$ cat src/rtl/d_drain_arbiter.sv
// Drain stage for the D0/D1 destination FIFOs: round-robin pops, two-entry
// in-order output buffer with valid/ready, per-destination delivery counters.
module d_drain_arbiter #(
    parameter int DATA_W = 6,
    parameter int CNT_W  = 8
) (
    input  logic              clk,
    input  logic              reset,
    input  logic              empty_fifo_D0,
    input  logic              empty_fifo_D1,
    input  logic [DATA_W-1:0] data_out_D0,
    input  logic [DATA_W-1:0] data_out_D1,
    input  logic              error_D0,
    input  logic              error_D1,
    input  logic              out_ready,
    output logic              D0_pop,
    output logic              D1_pop,
    output logic [DATA_W-1:0] data_out,
    output logic              dest_out,
    output logic              valid_out,
    output logic [CNT_W-1:0]  count_D0,
    output logic [CNT_W-1:0]  count_D1,
    output logic [1:0]        state_out
);

    typedef enum logic [1:0] {
        ST_IDLE   = 2'b00,
        ST_ACTIVE = 2'b01,
        ST_STALL  = 2'b10
    } state_t;

    logic [1:0]        occ_q, occ_d;
    logic              inflight_q, inflight_d;
    logic              infl_dest_q, infl_dest_d;
    logic              last_q, last_d;
    logic [DATA_W-1:0] data0_q, data0_d, data1_q, data1_d;
    logic              dest0_q, dest0_d, dest1_q, dest1_d;
    logic [CNT_W-1:0]  count_d0_q, count_d0_d, count_d1_q, count_d1_d;
    state_t            state_q, state_d;

    logic              valid;
    logic              consume;
    logic [2:0]        level;
    logic              can_issue;
    logic              elig0, elig1;
    logic              pop0, pop1;
    logic [1:0]        tail;
    logic [DATA_W-1:0] cap_data;

    always_comb begin
        valid     = (occ_q != 2'd0);
        consume   = valid & out_ready;
        // Words held or about to land, net of the one leaving this edge.
        level     = {1'b0, occ_q} + {2'b00, inflight_q} - {2'b00, consume};
        can_issue = (level < 3'd2);
        elig0     = !empty_fifo_D0 && !error_D0;
        elig1     = !empty_fifo_D1 && !error_D1;
        pop0      = !reset && can_issue && elig0 && (!elig1 || last_q);
        pop1      = !reset && can_issue && elig1 && (!elig0 || !last_q);

        data0_d    = data0_q;
        dest0_d    = dest0_q;
        data1_d    = data1_q;
        dest1_d    = dest1_q;
        count_d0_d = count_d0_q;
        count_d1_d = count_d1_q;

        if (consume) begin
            data0_d = data1_q;
            dest0_d = dest1_q;
            if (dest0_q) count_d1_d = count_d1_q + 1'b1;
            else         count_d0_d = count_d0_q + 1'b1;
        end

        // Tail slot is computed after the head shift so capture and consume can share an edge.
        tail     = occ_q - {1'b0, consume};
        cap_data = infl_dest_q ? data_out_D1 : data_out_D0;
        if (inflight_q) begin
            if (tail == 2'd0) begin
                data0_d = cap_data;
                dest0_d = infl_dest_q;
            end else begin
                data1_d = cap_data;
                dest1_d = infl_dest_q;
            end
        end

        occ_d       = level[1:0];
        inflight_d  = pop0 | pop1;
        infl_dest_d = pop1;
        last_d      = (pop0 | pop1) ? pop1 : last_q;

        if (occ_d == 2'd0 && !(pop0 | pop1) && empty_fifo_D0 && empty_fifo_D1)
            state_d = ST_IDLE;
        else if (occ_d == 2'd2 && !out_ready)
            state_d = ST_STALL;
        else
            state_d = ST_ACTIVE;
    end

    always_ff @(posedge clk) begin
        if (reset) begin
            occ_q       <= 2'd0;
            inflight_q  <= 1'b0;
            infl_dest_q <= 1'b0;
            last_q      <= 1'b1;
            data0_q     <= '0;
            data1_q     <= '0;
            dest0_q     <= 1'b0;
            dest1_q     <= 1'b0;
            count_d0_q  <= '0;
            count_d1_q  <= '0;
            state_q     <= ST_IDLE;
        end else begin
            occ_q       <= occ_d;
            inflight_q  <= inflight_d;
            infl_dest_q <= infl_dest_d;
            last_q      <= last_d;
            data0_q     <= data0_d;
            data1_q     <= data1_d;
            dest0_q     <= dest0_d;
            dest1_q     <= dest1_d;
            count_d0_q  <= count_d0_d;
            count_d1_q  <= count_d1_d;
            state_q     <= state_d;
        end
    end

    assign D0_pop    = pop0;
    assign D1_pop    = pop1;
    assign data_out  = data0_q;
    assign dest_out  = dest0_q;
    assign valid_out = valid;
    assign count_D0  = count_d0_q;
    assign count_D1  = count_d1_q;
    assign state_out = state_q;

endmodule

$ cat config.mk
export PLATFORM = sky130hd
export DESIGN_NAME = d_drain_arbiter
export DESIGN_NICKNAME = d
export VERILOG_FILES = /design/src/rtl/d_drain_arbiter.sv
export SDC_FILE = /design/constraint.sdc
export NUM_CORES = 1
export LEC_CHECK = 0
export ABC_AREA = 1
export BUFFER_PORTS_ARGS = -buffer_cell sky130_fd_sc_hd__buf_4
export CAP_MARGIN = 20
export CORE_ASPECT_RATIO = 0.5
export CORE_MARGIN = 2
export CORE_UTILIZATION = 40
export DETAILED_ROUTE_END_ITERATION = 16
export PLACE_DENSITY_LB_ADDON = 0.08
export SETUP_SLACK_MARGIN = 0.05
export SLEW_MARGIN = 20
export SYNTH_ARGS = -nofsm -noshare
export SYNTH_HDL_FRONTEND = slang
export SYNTH_SLANG_ARGS = --single-unit
$ cat constraint.sdc
create_clock -name clk -period 5.05 [get_ports clk]
set_input_delay 0.2525 -clock clk [delete_from_list [all_inputs] [get_ports clk]]
set_output_delay 0.2525 -clock clk [all_outputs]
set_load 0.02 [all_outputs]
==> metrics.md, run 1 <==
| Metric | Value |
|---|---|
| Worst Hold Class | in -> reg |
| Post-CTS setup repair buffer count | 0 |
| RSZ-0062 raised after global routing | false |
| CTS tree | done |
| Cts bufs inserted | 5 |
| Clock latency at the later pin of the worst-skew pair | 0.28 ns |
| CORE AREA | 0.00451 mm2 |
| Sequential area share after synthesis | 38.6% |
| Die width | 102 um |
| Critical Path Slowest Stage Cell | fa_1 |
| GRT Residual Overflow | 0 |
| Die Y | 53.0 um |
| CP max stage delay | 0.47 ns |
| Startpoint Class | flop |
| Critical Path AT | 2.51 ns |
| Post-route setup TNS | 0 ns |
| Number of nets still failing antenna checks after routing | 0 |
| Top cell type's share of synthesized area | 38.6% |
| Fin crit period | 2.77 ns |
| Longest Clk Path Bufs | 2 |
| Post-synth top area cell | dfxtp_1 |
| WL final | 4040 um |
| Layout cells sized above 1 | 23.8% |
| I/O pin total | 47 |
| Placed Cells | 373 |
| Clk slew on worst S/H paths | 0.07 ns |
| Crit path required time | 4.80 ns |
| N_diodes | 0 |
| Worst hold slack | 0.203 ns |
| # DRC | 0 |
| Largest cells by area after synthesis | dfxtp_1 (39%), nand2_1 (11%), inv_1 (7.6%) |
| Final setup fails | 0 |
| Initial Utilization | 42.5% |
| First drt pass iteration count | 4 |
| Number of global-route vias before repair | 1,609 |
| Final Non-Filler Cells | 381 |
| Tightest Pin Transition | 0.767 ns |
| Fin nets | 337 |
| Die ar. | 0.00540 mm2 |
| Layout Area Growth over Synthesis | 23.3% |
| Final Slew Violations | 0 |
| Row count | 17 |
| Tot GR Track Use | 16.7% |
| Post-Syn Area | 0.00192 mm2 |
| Worst setup path class | reg -> out |
| CTS root buf | clkbuf_8 |
| Syn avg cell area | 7.15 um2 |
| Yosys warnings | 0 |
| Max Cap Violations | 0 |
| Largest net degree at the start of global routing | 28 |
| Iteration-0 DRC Markers | 52 |
| Skew final | 0.00557 ns |
| Post-synthesis cell count | 268 |
| Vias per inst | 4.52 |
| Final Hold Viols | 0 |
| CTS H-Tree Depth | 2 |
| Post_cts resized | 0 |
| Routability cong. | 0.770 |
| Final Cycle Share | 54.8% |
| Leak | 1.06 nW |
| CP dominant cell by count | nand2_1 |
| First-pass GRT wire length | 6970 um |
| Post-Syn Nets | 291 |
| Critical path fanouts, max | 18 |
| Maximum vdd drop | 193 uV |
| Sinks on Clock Net | 37 |
| Wirelength per Cell | 10.6 um |
| Hold_buf cts | 0 |
| Max Clock Freq | 362 MHz |
| Status | finished, final reports clean |
| Via count | 1,722 |
| Number of fill cells | 470 |
| Power Density | 409 mW/mm2 |
| Yosys reg bits | 37 |
| I/O Buffers | 46 |
| Crit path cell chain | inv_1 > nand2_4 > nand2_8 > inv_2 > nand2_1 > nand2_1 > ha_1 > fa_1 > a21oi_1 > nand2_1 > nor3_2 > buf_4 |
| Initial antenna violation count | 0 |
| Worst Setup End Kind | primary output |
| Post-synth cell types | 29 |
| Slew HR | 48.8% |
| DP Wirelength | 3010 um |
-- placed cells by master, fill, tap and decap left out, drive strengths merged, types with 3 or more instances in the layout --
cell type / count
dfxtp: 37
o21ai: 36
a21oi: 20
clkbuf: 8
nor2: 41
ha: 3
inv: 43
nor3: 5
buf: 46
nand3: 8
nand2: 61
-- cell usage after synthesis --
cell	instances
a21oi_1	18
a21oi_2	2
a311oi_1	1
buf_2	3
buf_6	1
buf_8	2
clkbuf_2	1
dfxtp_1	37
fa_1	1
ha_1	3
inv_1	39
inv_2	4
nand2_1	57
nand2_2	2
nand2_4	1
nand2_8	1
nand3_1	7
nand3_2	1
nor2_1	38
nor2_4	1
nor2_8	2
nor3_1	4
nor3_2	1
o21ai_0	14
o21ai_1	13
o21ai_2	9
o311ai_0	1
or2_1	2
xor2_1	2
-- worst paths after layout --
kind                                from     endpoint  slack, ns  depth (start not counted)
worst max-delay path            occ_q[0]       D1_pop       2.28                         12
worst min-delay path               reset  count_D0[4]       0.20                          2
worst max register to register  occ_q[0]   inflight_q       2.72                         14
worst min register to register    last_q       last_q       0.47                          2
-- area by class of cell --
type / instances / area [um2] / area share, %
sequential: 37 / 741 / 31.3
timing repair buffer: 46 / 345 / 14.6
multi-input combinational: 181 / 953 / 40.3
tap: 66 / 82.6 / 3.49
clock buffer: 8 / 80.1 / 3.39
inverter: 43 / 161 / 6.83
-- critical path, delay by kind of cell, from the launching register on --
kind | cells | cell delay (ns)
adder cells (fa/ha/maj) | 2 | 0.66
buffers and inverters | 3 | 0.38
AO/OA/AOI/OAI | 1 | 0.14
flip-flops | 1 | 0.32
AND/OR/NAND/NOR | 6 | 0.73
-- state kept, by name, indices dropped and copies added, names as in the netlist --
| register | cells |
|---|---|
| dest_out | 1 |
| count_D1 | 8 |
| state_out | 2 |
| count_D0 | 8 |
| data1_q | 6 |
| inflight_q | 1 |
| data_out | 6 |
| occ_q | 2 |
| dest1_q | 1 |
| last_q | 1 |
| infl_dest_q | 1 |
-- report_power, final --
group	switching [mW]	leakage (nW)	internal, mW
Sequential	0.0355	0.300	0.339
Clock	0.0994	0.0395	0.0981
Combinational	0.251	0.724	0.143
-- metal layers --
metal | part of all wire (%) | vias to the layer above | track usage, %
li1 | - | 931 | -
met1 | 50 | 753 | 21.1
met2 | 44 | 31 | 28.0
met3 | 4.5 | 7 | 4.62
met4 | 0.84 | 0 | 5.33
met5 | 0 | - | 0
-- kinds of logic after synthesis --
logic type	count (synthesis)	share of synthesized area (%)
simple gates	117	28.1
compound gates	58	17.7
buf+inv	50	11.6
flops	37	38.6
fa+ha+maj	4	3.00
xor+xnor	2	0.914
-- metrics by stage --
step	total power, mW	utilization [%]	worst slack [ns]	instance area [um2]
final	0.966	52.4	2.28	2360
after detailed placement	0.779	50.6	2.58	2280
after global routing	1.04	52.4	2.09	2360
after floorplan	0.675	-	2.72	1920
after CTS	0.980	52.4	2.26	2360
after global placement	0.767	50.6	2.67	2280
No activity file was read; power rests on OpenSTA's default activity.
==> run 2: changes to the inputs <==
--- a/config.mk
+++ b/config.mk
@@ -5,7 +5,7 @@
 export SDC_FILE = /design/constraint.sdc
 export NUM_CORES = 1
 export LEC_CHECK = 0
-export ABC_AREA = 1
+export ABC_AREA = 0
 export BUFFER_PORTS_ARGS = -buffer_cell sky130_fd_sc_hd__buf_4
 export CAP_MARGIN = 20
 export CORE_ASPECT_RATIO = 0.5
==> constraint.sdc (replaced) <==
create_clock -name clk -period 2.86 [get_ports clk]
set_input_delay 0.143 -clock clk [delete_from_list [all_inputs] [get_ports clk]]
set_output_delay 0.143 -clock clk [all_outputs]
set_load 0.02 [all_outputs]
==> metrics.md, run 2 <==
| Metric | Value |
|---|---|
| Critical Path AT | 2.48 ns (-0.03 ns) |
| Slew HR | 56.2% (+7.4 points) |
| Clk slew on worst S/H paths | 0.08 ns (about the same) |
| Max Clock Freq | 382 MHz |
| CTS H-Tree Depth | 2 (unchanged) |
| Layout cells sized above 1 | 31.9% (+8.0 points) |
| Cts bufs inserted | 5 (unchanged) |
| Row count | 16 (-1) |
| RSZ-0062 raised after global routing | false |
| Worst Hold Class | in -> reg |
| Crit path required time | 2.72 ns (-2.08 ns) |
| Post-Syn Area | 0.00171 mm2 (-11%) |
| Sequential area share after synthesis | 43.4% (+4.8 points) |
| Clock latency at the later pin of the worst-skew pair | 0.28 ns (about the same) |
| Power Density | 818 mW/mm2 (+100%) |
| First-pass GRT wire length | 5340 um (-23%) |
| Yosys warnings | 0 (unchanged) |
| Die ar. | 0.00484 mm2 (-10%) |
| Final Hold Viols | 0 (unchanged) |
| CTS tree | done |
| Startpoint Class | flop |
| Syn avg cell area | 9.43 um2 (+32%) |
| Post-synth EDFFs | 0 (unchanged) |
| Commonest cells after routing, fill and taps aside | buf_4 (48), dfxtp_1 (36), nor2_1 (24) |
| Post-synthesis cell count | 181 (-32%) |
| Number of global-route vias before repair | 1,155 (-28%) |
| I/O Buffers | 46 (unchanged) |
| Fin nets | 248 (-26%) |
| Top cell type's share of synthesized area | 43.4% (+4.8 points) |
| Initial antenna violation count | 0 (unchanged) |
| Status | finished, final reports clean |
| Layout Area Growth over Synthesis | 29.0% |
| Wirelength per Cell | 12.1 um (+14%) |
| Leak | 0.821 nW (-23%) |
| Via count | 1,395 (-19%) |
| Final Cycle Share | 91.6% |
| Number of nets still failing antenna checks after routing | 0 (unchanged) |
| Longest Clk Path Bufs | 2 (unchanged) |
| Maximum vdd drop | 350 uV (+82%) |
| Initial Utilization | 42.6% (+0.12 points) |
| Max Cap Violations | 0 (unchanged) |
| Final Util | 55.0% (+2.6 points) |
| Final Slew Violations | 0 (unchanged) |
| I/O pin total | 47 (unchanged) |
| List of most frequent post-synthesis cells | dfxtp_1 (37), nor2_1 (24), nand2_1 (15) |
| First drt pass iteration count | 4 (unchanged) |
| Tot GR Track Use | 14.4% (-2.3 points) |
| CTS root buf | clkbuf_8 |
| Tightest Pin Transition | 0.657 ns (-0.111 ns) |
| GRT Residual Overflow | 0 (unchanged) |
| Post-synth cell types | 40 (+38%) |
| Post-Syn Nets | 204 (-30%) |
| Fin crit period | 2.62 ns |
| Critical path fanouts, max | 6 (-12) |
| Post-synth top area cell | dfxtp_1 |
| Die Y | 50.2 um (-5.2%) |
| Yosys reg bits | 37 (unchanged) |
| Ys flop type | dfxtp_1 |
| Die width | 96.4 um (-5.4%) |
| Worst setup path class | reg -> out |
| Sinks on Clock Net | 37 (unchanged) |
| Number of fill cells | 396 (-16%) |
| Sequential cell area | 742 um2 (+0.17%) |
| DP Wirelength | 2340 um (-22%) |
| Final setup fails | 0 (unchanged) |
| Worst Setup End Kind | primary output |
| Post-CTS setup repair buffer count | 0 (unchanged) |
| # DRC | 0 (unchanged) |
| Routability cong. | 0.715 (-7.2%) |
| Most frequent cell after synthesis | dfxtp_1 |
| Iteration-0 DRC Markers | 40 (-23%) |
| Vias per inst | 4.98 (+10%) |
| N_diodes | 0 (unchanged) |
| Skew final | 0.00390 ns (-0.00167 ns) |
| Post-route setup TNS | 0 ns (unchanged) |
| WL final | 3380 um (-16%) |
| FFs w/ async S/R, synth | 0% (unchanged) |
| Commonest non-fill, non-tap cell in the layout | buf_4 |
| Largest cells by area after synthesis | dfxtp_1 (43%), xnor2_1 (6.2%), nor2_1 (5.3%) |
| Multi-input gate area | 893 um2 (-6.3%) |
| Largest net degree at the start of global routing | 36 (+29%) |
| CORE AREA | 0.00400 mm2 (-11%) |
[run 2: area by class of cell]
| cell class | instances | share of cell area (%) |
|---|---|---|
| Multi-Input combinational cell | 128 | 40.6 |
| Sequential cell | 37 | 33.7 |
| Timing Repair Buffer | 48 | 16.4 |
| Clock buffer | 6 | 3.75 |
| Tap cell | 54 | 3.07 |
| Clock inverter | 2 | 1.70 |
| Inverter | 5 | 0.852 |
[run 2: path summary, 6_finish.rpt]
path                    start            to  slack [ns]  depth (start not counted)
setup reg to reg     occ_q[0]        last_q        0.70                          8
hold reg to reg   data_out[3]   data_out[3]        0.49                          2
setup / recovery     occ_q[0]        D1_pop        0.24                          9
hold / removal      out_ready  state_out[1]         0.1                          2
[run 2: metrics by stage]
stage / worst slack [ns] / area, um2 / hold slack, ns / cells / power (mW)
floorplan: 0.273 / 1710 / 0.219 / 181 / 1.16
CTS: 0.0850 / 2200 / 0.0909 / 280 / 1.81
global placement: 0.410 / 2080 / 0.391 / 272 / 1.32
finish: 0.241 / 2200 / 0.0969 / 280 / 1.80
global route: 0.0714 / 2200 / 0.103 / 280 / 1.91
detailed placement: 0.341 / 2080 / 0.399 / 272 / 1.33
[run 2: where the power goes]
group          internal (mW)  switching (mW)
Combinational          0.287           0.336
Sequential             0.602           0.103
Clock                  0.284           0.190
Total                   1.17           0.629
[run 2: kinds of logic (layout without fill, tap and decap cells)]
logic type | after synthesis | in the layout | synth area share (%)
and+or+nand+nor | 67 | 67 | 21.0
DFF | 37 | 37 | 43.4
AOI/OAI and AO/OA | 35 | 35 | 15.8
buffers and inverters | 16 | 61 | 4.55
xor gates and xnor gates | 14 | 14 | 7.18
muxes | 8 | 8 | 4.69
adders and majority gates | 4 | 4 | 3.37
[run 2: repair_timing]
item | CTS | global route
hold buffers | 0 | 0
gates resized for setup | 1 | 1
cloned | 0 | 0
setup endpoints to repair | 1 | 2
[run 2: worst max-delay path: stages (launching register included)]
cell and delay (ns):
dfxtp_1 0.39, o21a_1 0.23, nand2b_1 0.11, nand2_1 0.06, ha_1 0.19, fa_1 0.49
nor3_2 0.31, nand2_1 0.13, a21oi_1 0.13, buf_4 0.15
[run 2: layer usage]
layer  vias up  global-route usage (%)  share of wire, %
met4         0                    3.52              0.27
met3         2                    5.56               6.0
li1        719                       -                 -
met5         -                       0                 0
met2        26                    21.4                45
met1       648                    19.8                49
